--- src/rtl/ctrl_unit_top.sv ---
// rtl/ctrl_unit_top.sv - microprogrammed control-unit sequencer (optional stall via CTRL_UNIT_STALL_EN)
module ctrl_unit_top #(
    parameter int         AW          = 5,
    parameter logic [4:0] FETCH1_ADDR = 5'd0,
    parameter logic [4:0] MAP_BASE    = 5'd2,
    parameter logic [3:0] JMPNZ_OPC   = 4'h5,
    parameter logic [4:0] JMPNZN_ADDR = 5'd18
) (
    input  logic          clk,
    input  logic          rst_n,
    input  logic          br,
    input  logic          z,
    input  logic [7:0]    ir,
    input  logic [AW-1:0] na,
`ifdef CTRL_UNIT_STALL_EN
    input  logic          stall,
`endif
    output logic [AW+31:0] out
);

    logic [AW-1:0] upc;
    logic [AW-1:0] upc_next;
    logic [AW-1:0] map_addr;
    logic [3:0]    opcode;
    logic          unused_ir_low;

    assign opcode        = ir[7:4];
    assign unused_ir_low = ^ir[3:0];
    assign map_addr      = MAP_BASE + {{(AW-4){1'b0}}, opcode};

    // br is tested first so an undriven na never reaches upc while mapping
    always_comb begin
        upc_next = upc;
        if (!br) begin
            upc_next = na;
        end else if (opcode == JMPNZ_OPC) begin
            upc_next = z ? JMPNZN_ADDR : map_addr;
        end else begin
            upc_next = map_addr;
        end
`ifdef CTRL_UNIT_STALL_EN
        if (stall) begin
            upc_next = upc;
        end
`endif
    end

    always_ff @(posedge clk or negedge rst_n) begin
        if (!rst_n) begin
            upc <= FETCH1_ADDR;
        end else begin
            upc <= upc_next;
        end
    end

    assign out = {upc, 32'd1 << upc};

endmodule

--- config.mk ---
export PLATFORM = sky130hd
export DESIGN_NAME = ctrl_unit_top
export DESIGN_NICKNAME = d
export VERILOG_FILES = /design/src/rtl/ctrl_unit_top.sv
export SDC_FILE = /design/constraint.sdc
export NUM_CORES = 1
export LEC_CHECK = 0
export CAP_MARGIN = 10
export CORE_ASPECT_RATIO = 1.1
export CORE_MARGIN = 1.5
export CORE_UTILIZATION = 25
export DETAILED_ROUTE_END_ITERATION = 6
export PLACE_DENSITY_LB_ADDON = 0.1
export SKIP_LAST_GASP = 1
export SYNTH_ARGS = -nofsm -noshare
export SYNTH_HDL_FRONTEND = slang
export SYNTH_SLANG_ARGS = --single-unit
export TNS_END_PERCENT = 100
--- constraint.sdc ---
create_clock -name clk -period 3.5 [get_ports clk]
set_clock_uncertainty 0.15 [all_clocks]
set_input_delay 0.7 -clock clk [delete_from_list [all_inputs] [get_ports clk]]
set_output_delay 0.7 -clock clk [all_outputs]
set_load 0.1 [all_outputs]
# --- Yosys cells after proc, flatten, opt, wreduce, memory -nomap -nowiden ---
# Index checks and enable logic that the tools add are counted.
# Widths: inputs -> output; s select.
word_totals:
  out_inout_bits: 37
  wordCells: 7
  in_bits: 17
  register_bits: 5
op_classes:
  n_shift: 1
  addsub: 1
  mux: 3
  eq_ne: 1
op_table:
  columns: ["operator", "n"]
  rows:
  - ["$shl 1x5->32 const A", 1]
  - ["$mux 5", 3]
  - ["$add 2x4->5 const A", 1]
  - ["$eq 4x3->1 const B", 1]

# --- Longest topological paths before layout ---
# Gate-level depths: netlist (run 1).
logic_depth:
  depth_word: 4
  mapped_depth: 4
  depth_no_buf: 4

# --- Worst setup path before layout (run 1) ---
# Ideal clock, no wire load.
synth_timing:
  path_type: "flip-flop to output port"
  start: "register upc[3]"
  end: "output port out[12]"
  arrival_ns: 2.737
  t_required_ns: 2.650
  path_slack_ns: -0.087
  stages_incl_launch_ff: 3
  path_buffers: 0
  cell_sequence: "dfrtp_1 > or3b_4 > nor2_1"
synth_via:
  elab_chain_len: 1
synth_lines:
  columns: ["element", "line", "source"]
  rows:
  - ["start, declared", "21", "logic [AW-1:0] upc;"]
  - ["start signal, assigned", "52", "upc <= upc_next;"]
  - ["$shl 1x5->32", "56", "assign out = {upc, 32'd1 << upc};"]
  - ["end, declared", "18", "output logic [AW+31:0] out"]
# Every way passes these cells.

# --- Final worst setup path (run 1) ---
layout_timing:
  start: "register upc[1]"
  end: "output port out[9]"
# The elaborated chain is that of the path after synthesis.

==> impl_metrics.py, run 1 <==
metrics = {
    "finish": {
        "nFillCells": 177,
        "stdcell_count": 138,
        "largestRegisters": "upc x5",
        "finalNetCount": 140,
        "top_register": "upc",
        "syn_to_final_growth_pct": 95.0,
        "n_antenna_cell": 0,
        "drive_above_1_share_pct": 35.5,
        "largest_register_ffs": 5,
    },
    "pwr": {
        "p_seq_share_pct": 21.8,
        "leakage_nw": 0.449,
        "clockPowerShare_pct": 20.5,
        "p_comb_share_pct": 57.8,
        "p_switching_w": 0.000178,
        "switching_share_pct": 54.1,
        "peakVddDrop_uv": 185,
        "internal_power_w": 0.000151,
        "powerDensity_mw_per_mm2": 372,
    },
    "synthesis": {
        "synth_cell_types": 17,
        "synth_area_per_cell_um2": 6.29,
        "yosys_register_bits": 5,
        "synth_top_area_share_pct": 28.2,
        "synth_fp_nets": 90,
        "async_reset_ff_share_pct": 100,
        "yosysMostFrequentCell": "nor2_1",
        "syn_area_um2": 453,
        "synth_edf_count": 0,
        "synth_warnings": 0,
        "ys.flop_type": "dfrtp_1",
        "yosys-top-cells-count": "nor2_1 (34), nand2_1 (6), dfrtp_1 (5)",
        "synth_cells": 72,
        "ys_top_cells_by_area": "nor2_1 (28%), dfrtp_1 (28%), nand2_1 (5.0%)",
        "ys_seq_area_share_pct": 27.6,
        "yosys.area.top_type": "nor2_1",
    },
    "global_route": {
        "gr-total-overflow": 0,
        "grt_max_degree": 10,
        "grt_util_all_layers_pct": 14.3,
        "antenna_found_initial": 0,
        "grt_pass1_wl_mm": 2.15,
        "grt_pass1_vias": 522,
    },
    "clock_network": {
        "post_cts_buffers": 0,
        "postCtsHoldBufs": 0,
        "cts.path.max_buffers": 2,
        "cts_resized": 0,
        "cts_buffers": 3,
        "clkSlewWorstSetupHoldPaths_ns": 0.04,
        "root_buffer": "clkbuf_4",
        "cts_sinks": 5,
        "cts.htree.levels": 1,
        "cts_tree": "built",
    },
    "status": {
        "status": "completed",
    },
    "floorplanning": {
        "io_pins": 54,
        "die_area_mm2": 0.00208,
        "initial_core_util_pct": 27.7,
        "die_w_um": 43.6,
        "dieHeight_um": 47.6,
        "coreArea_mm2": 0.00163,
        "rows": 15,
    },
    "run": {
        "drv_cap": 0,
    },
    "critical_path": {
        "cpMaxStageDelayCell": "dfrtp_1",
        "worstPathCellList": "or3b_4, nor2_1, buf_4",
        "critical_path.max_stage_delay_ns": 0.46,
        "crit_type": "reg -> out",
        "path_max_fanout": 9,
        "critPathLaunchType": "flip-flop",
        "cp-end-kind": "output pin",
        "cp_data_required_time_ns": 2.65,
        "cp.arrival_ns": 1.58,
    },
    "route": {
        "drcViolationCount": 0,
        "wl_per_cell_um": 10.1,
        "viasPerCell": 4.66,
        "routed-via-count": 643,
        "firstDrtPassIters": 4,
        "wirelength_mm": 1.40,
        "drtIter0Drc": 9,
        "antenna_left": 0,
    },
    "min_path": {
        "hold_path_class": "in -> async",
    },
    "sta": {
        "max_freq_ghz": 0.411,
        "setup_viol": 0,
        "timing.final.crit_share_pct": 69.5,
        "max_slew_margin_pct": 78.0,
        "hold_slack_ns": 0.525,
        "fin_ws_ns": 1.07,
        "tightest_slew_ns": 0.330,
        "period_needed_ns": 2.43,
        "tns_ns": 0,
        "hold_viol": 0,
        "grt_setup_unrepaired": "no",
        "slew_viol_final": 0,
    },
    "placed_design": {
        "pre_cts_ws_ns": 1.34,
        "portBuffers": 49,
        "dp_hpwl_mm": 1.14,
        "dp_cells": 134,
        "gp_congestion": 0.746,
    },
}
## cell usage in the layout, fill, tap and decap left out, types with 2 or more instances in the layout
master,n
buf_4,37
clkbuf_4,3
clkdlybuf4s50_1,12
dfrtp_1,5
inv_1,4
nand2_1,6
nand2b_1,2
nand3_1,2
nand3b_1,3
nor2_1,34
o22ai_1,3
or3b_4,2
## layout make-up
cell class	instances	area (um2)	area share [%]
multi-input combinational	59	298	33.7
inverter	4	15.0	1.70
timing repair buffer	49	398	45.0
tap	17	21.3	2.41
sequential	5	125	14.2
clock buffer	4	26.3	2.97
## final timing paths
path	startpoint	endpoint	slack, ns	depth (start not counted)
setup / recovery	upc[1]	out[9]	1.07	3
hold / removal	rst_n	upc[1]	0.52	1
max in group asynchronous	rst_n	upc[2]	2.49	1
min in group clk	na[1]	upc[1]	0.84	3
## routing by layer
metal	up-vias	track usage (%)	share of wire, %
met5	-	0	0
met2	36	25.9	51
met4	0	12.7	2.9
li1	327	-	-
met1	276	14.8	36
met3	4	1.51	10
## critical path, delay by kind of cell, from the launching register on
kind | cells | cell delay [ns]
buffers and inverters | 1 | 0.31
DFF | 1 | 0.46
and+or+nand+nor | 2 | 0.56
## power groups by stage
stage | clock [W] | sequential [W] | combinational (W)
after global placement | 0 | 0.0000717 | 0.000190
after CTS | 0.0000693 | 0.0000715 | 0.000191
after floorplan | 0 | 0.000107 | 0.000109
after detailed placement | 0 | 0.0000723 | 0.000191
final | 0.0000672 | 0.0000716 | 0.000190
after global routing | 0.0000733 | 0.0000728 | 0.000199
## stage by stage
step	area [um2]	total power, W	utilization [%]
after floorplan	453	0.000217	-
after global placement	857	0.000262	52.5
after detailed placement	857	0.000263	52.5
after CTS	883	0.000332	54.1
after global routing	883	0.000345	54.1
final	883	0.000329	54.1
## logic make-up after synthesis
kind of cell	after synthesis	share of synthesized area, %
and+or+nand+nor	52	52.8
buffers and inverters	8	6.63
DFF	5	27.6
AOI/OAI and AO/OA	4	6.08
xor gates and xnor gates	1	1.93
muxes	1	2.21
adders and majority gates	1	2.76
(Power assumes the default switching activity.)
==> inputs of run 2 (changes only) <==
==> constraint.sdc (replaced) <==
create_clock -name clk -period 2.4 [get_ports clk]
set_clock_uncertainty 0.15 [all_clocks]
set_input_delay 0.48 -clock clk [delete_from_list [all_inputs] [get_ports clk]]
set_output_delay 0.48 -clock clk [all_outputs]
set_load 0.1 [all_outputs]
==> impl_metrics.py, run 2 (synthesis results as in run 1) <==
metrics = {
    "status": {
        "status": "completed",
    },
    "sta": {
        "hold_viol": 0,
        "max_freq_ghz": 0.446,
        "setup_viol": 0,
        "max_slew_margin_pct": 70.0,
        "slew_viol_final": 0,
        "timing.final.crit_share_pct": 93.4,
        "period_needed_ns": 2.24,
        "tightest_slew_ns": 0.449,
        "grt_setup_unrepaired": "no",
        "tns_ns": 0,
    },
    "clock_network": {
        "postCtsHoldBufs": 0,
        "cts_sinks": 5,
        "post_cts_buffers": 0,
        "cts.path.max_buffers": 2,
        "cts_tree": "built",
        "root_buffer": "clkbuf_4",
        "cts_buffers": 3,
        "cts.htree.levels": 1,
        "clkSlewWorstSetupHoldPaths_ns": 0.04,
        "cts_resized": 0,
    },
    "critical_path": {
        "cp_data_required_time_ns": 1.77,
        "path_max_fanout": 9,
        "cp.arrival_ns": 1.61,
        "cp-end-kind": "output pin",
        "critPathLaunchType": "flip-flop",
        "cp-startpoint": "upc[1]",
        "crit_type": "reg -> out",
    },
    "route": {
        "drtIter0Drc": 2,
        "drcViolationCount": 0,
        "routed-via-count": 679,
        "firstDrtPassIters": 3,
        "wl_per_cell_um": 16.1,
        "wirelength_mm": 2.26,
        "antenna_left": 0,
        "viasPerCell": 4.85,
    },
    "finish": {
        "n_antenna_cell": 0,
        "final_cell_area_mm2": 0.00155,
        "largest_register_ffs": 5,
        "syn_to_final_growth_pct": 242,
        "fin_util_pct": 94.9,
        "top_register": "upc",
        "stdcell_count": 140,
        "finalNetCount": 142,
        "final_cell_mix": "nor2_4 (32), buf_12 (32), clkdlybuf4s50_1 (12), buf_4 (7), nand2_1 (5)",
        "nFillCells": 45,
        "drive_above_1_share_pct": 67.5,
        "largestRegisters": "upc x5",
    },
    "pwr": {
        "powerDensity_mw_per_mm2": 382,
        "peakVddDrop_uv": 378,
        "leakage_nw": 0.544,
    },
    "min_path": {
        "hold_path_class": "in -> async",
    },
    "floorplanning": {
        "dieHeight_um": 47.6,
        "initial_core_util_pct": 27.7,
        "die_area_mm2": 0.00208,
        "io_pins": 54,
        "coreArea_mm2": 0.00163,
        "die_w_um": 43.6,
        "rows": 15,
    },
    "placed_design": {
        "dp_hpwl_mm": 1.91,
        "gp_congestion": 0.710,
        "portBuffers": 49,
        "dp_cells": 136,
        "placed_area_mm2": 0.00152,
    },
    "run": {
        "drv_cap": 0,
    },
    "global_route": {
        "grt_util_all_layers_pct": 23.3,
        "grt_max_degree": 10,
        "gr-total-overflow": 0,
        "antenna_found_initial": 0,
        "grt_pass1_vias": 717,
        "grt_pass1_wl_mm": 3.55,
    },
}
[run 2: metrics by stage]
step | worst slack, ns | total power [W] | hold slack, ns
finish | 0.158 | 0.000592 | 0.312
global route | 0.117 | 0.000612 | 0.323
CTS | 0.159 | 0.000597 | 0.313
detailed placement | 0.409 | 0.000500 | 0.563
global placement | 0.429 | 0.000489 | 0.551
floorplan | 0.00538 | 0.000374 | 0.0344
[run 2: power by group]
part,switching (W),internal [W]
Combinational,0.000272,0.000117
Sequential,0.0000143,0.0000941
Clock,0.0000320,0.0000627
Total,0.000319,0.000274
[run 2: critical path, stage by stage, from the launching register on]
cell     delay, ns
dfrtp_2       0.46
or3_1         0.55
nor2_4        0.18
buf_12        0.18
[run 2: final cells by class]
type                       count  area, um2  area share, %
inverter                       4       15.0          0.969
timing repair buffer          51        813           52.5
multi-input combinational     59        541           34.9
tap                           17       21.3           1.37
clock buffer                   4       26.3           1.69
sequential                     5        134           8.64
[run 2: metal layers]
| layer | track usage [%] | routed length (um) | share of wire, % |
|---|---|---|---|
| met1 | 26.7 | 783 | 35 |
| met3 | 2.64 | 98 | 4.3 |
| met2 | 48.2 | 1380 | 61 |
| met4 | 1.82 | 0 | 0 |
| met5 | 0 | 0 | 0 |
[run 2: path summary, 6_finish.rpt]
kind                       depth (start not counted)     end  slack (ns)
setup / recovery                                   3  out[5]        0.16
hold / removal                                     1  upc[2]        0.31
max in group asynchronous                          1  upc[2]        1.58
min in group clk                                   3  upc[0]        0.67
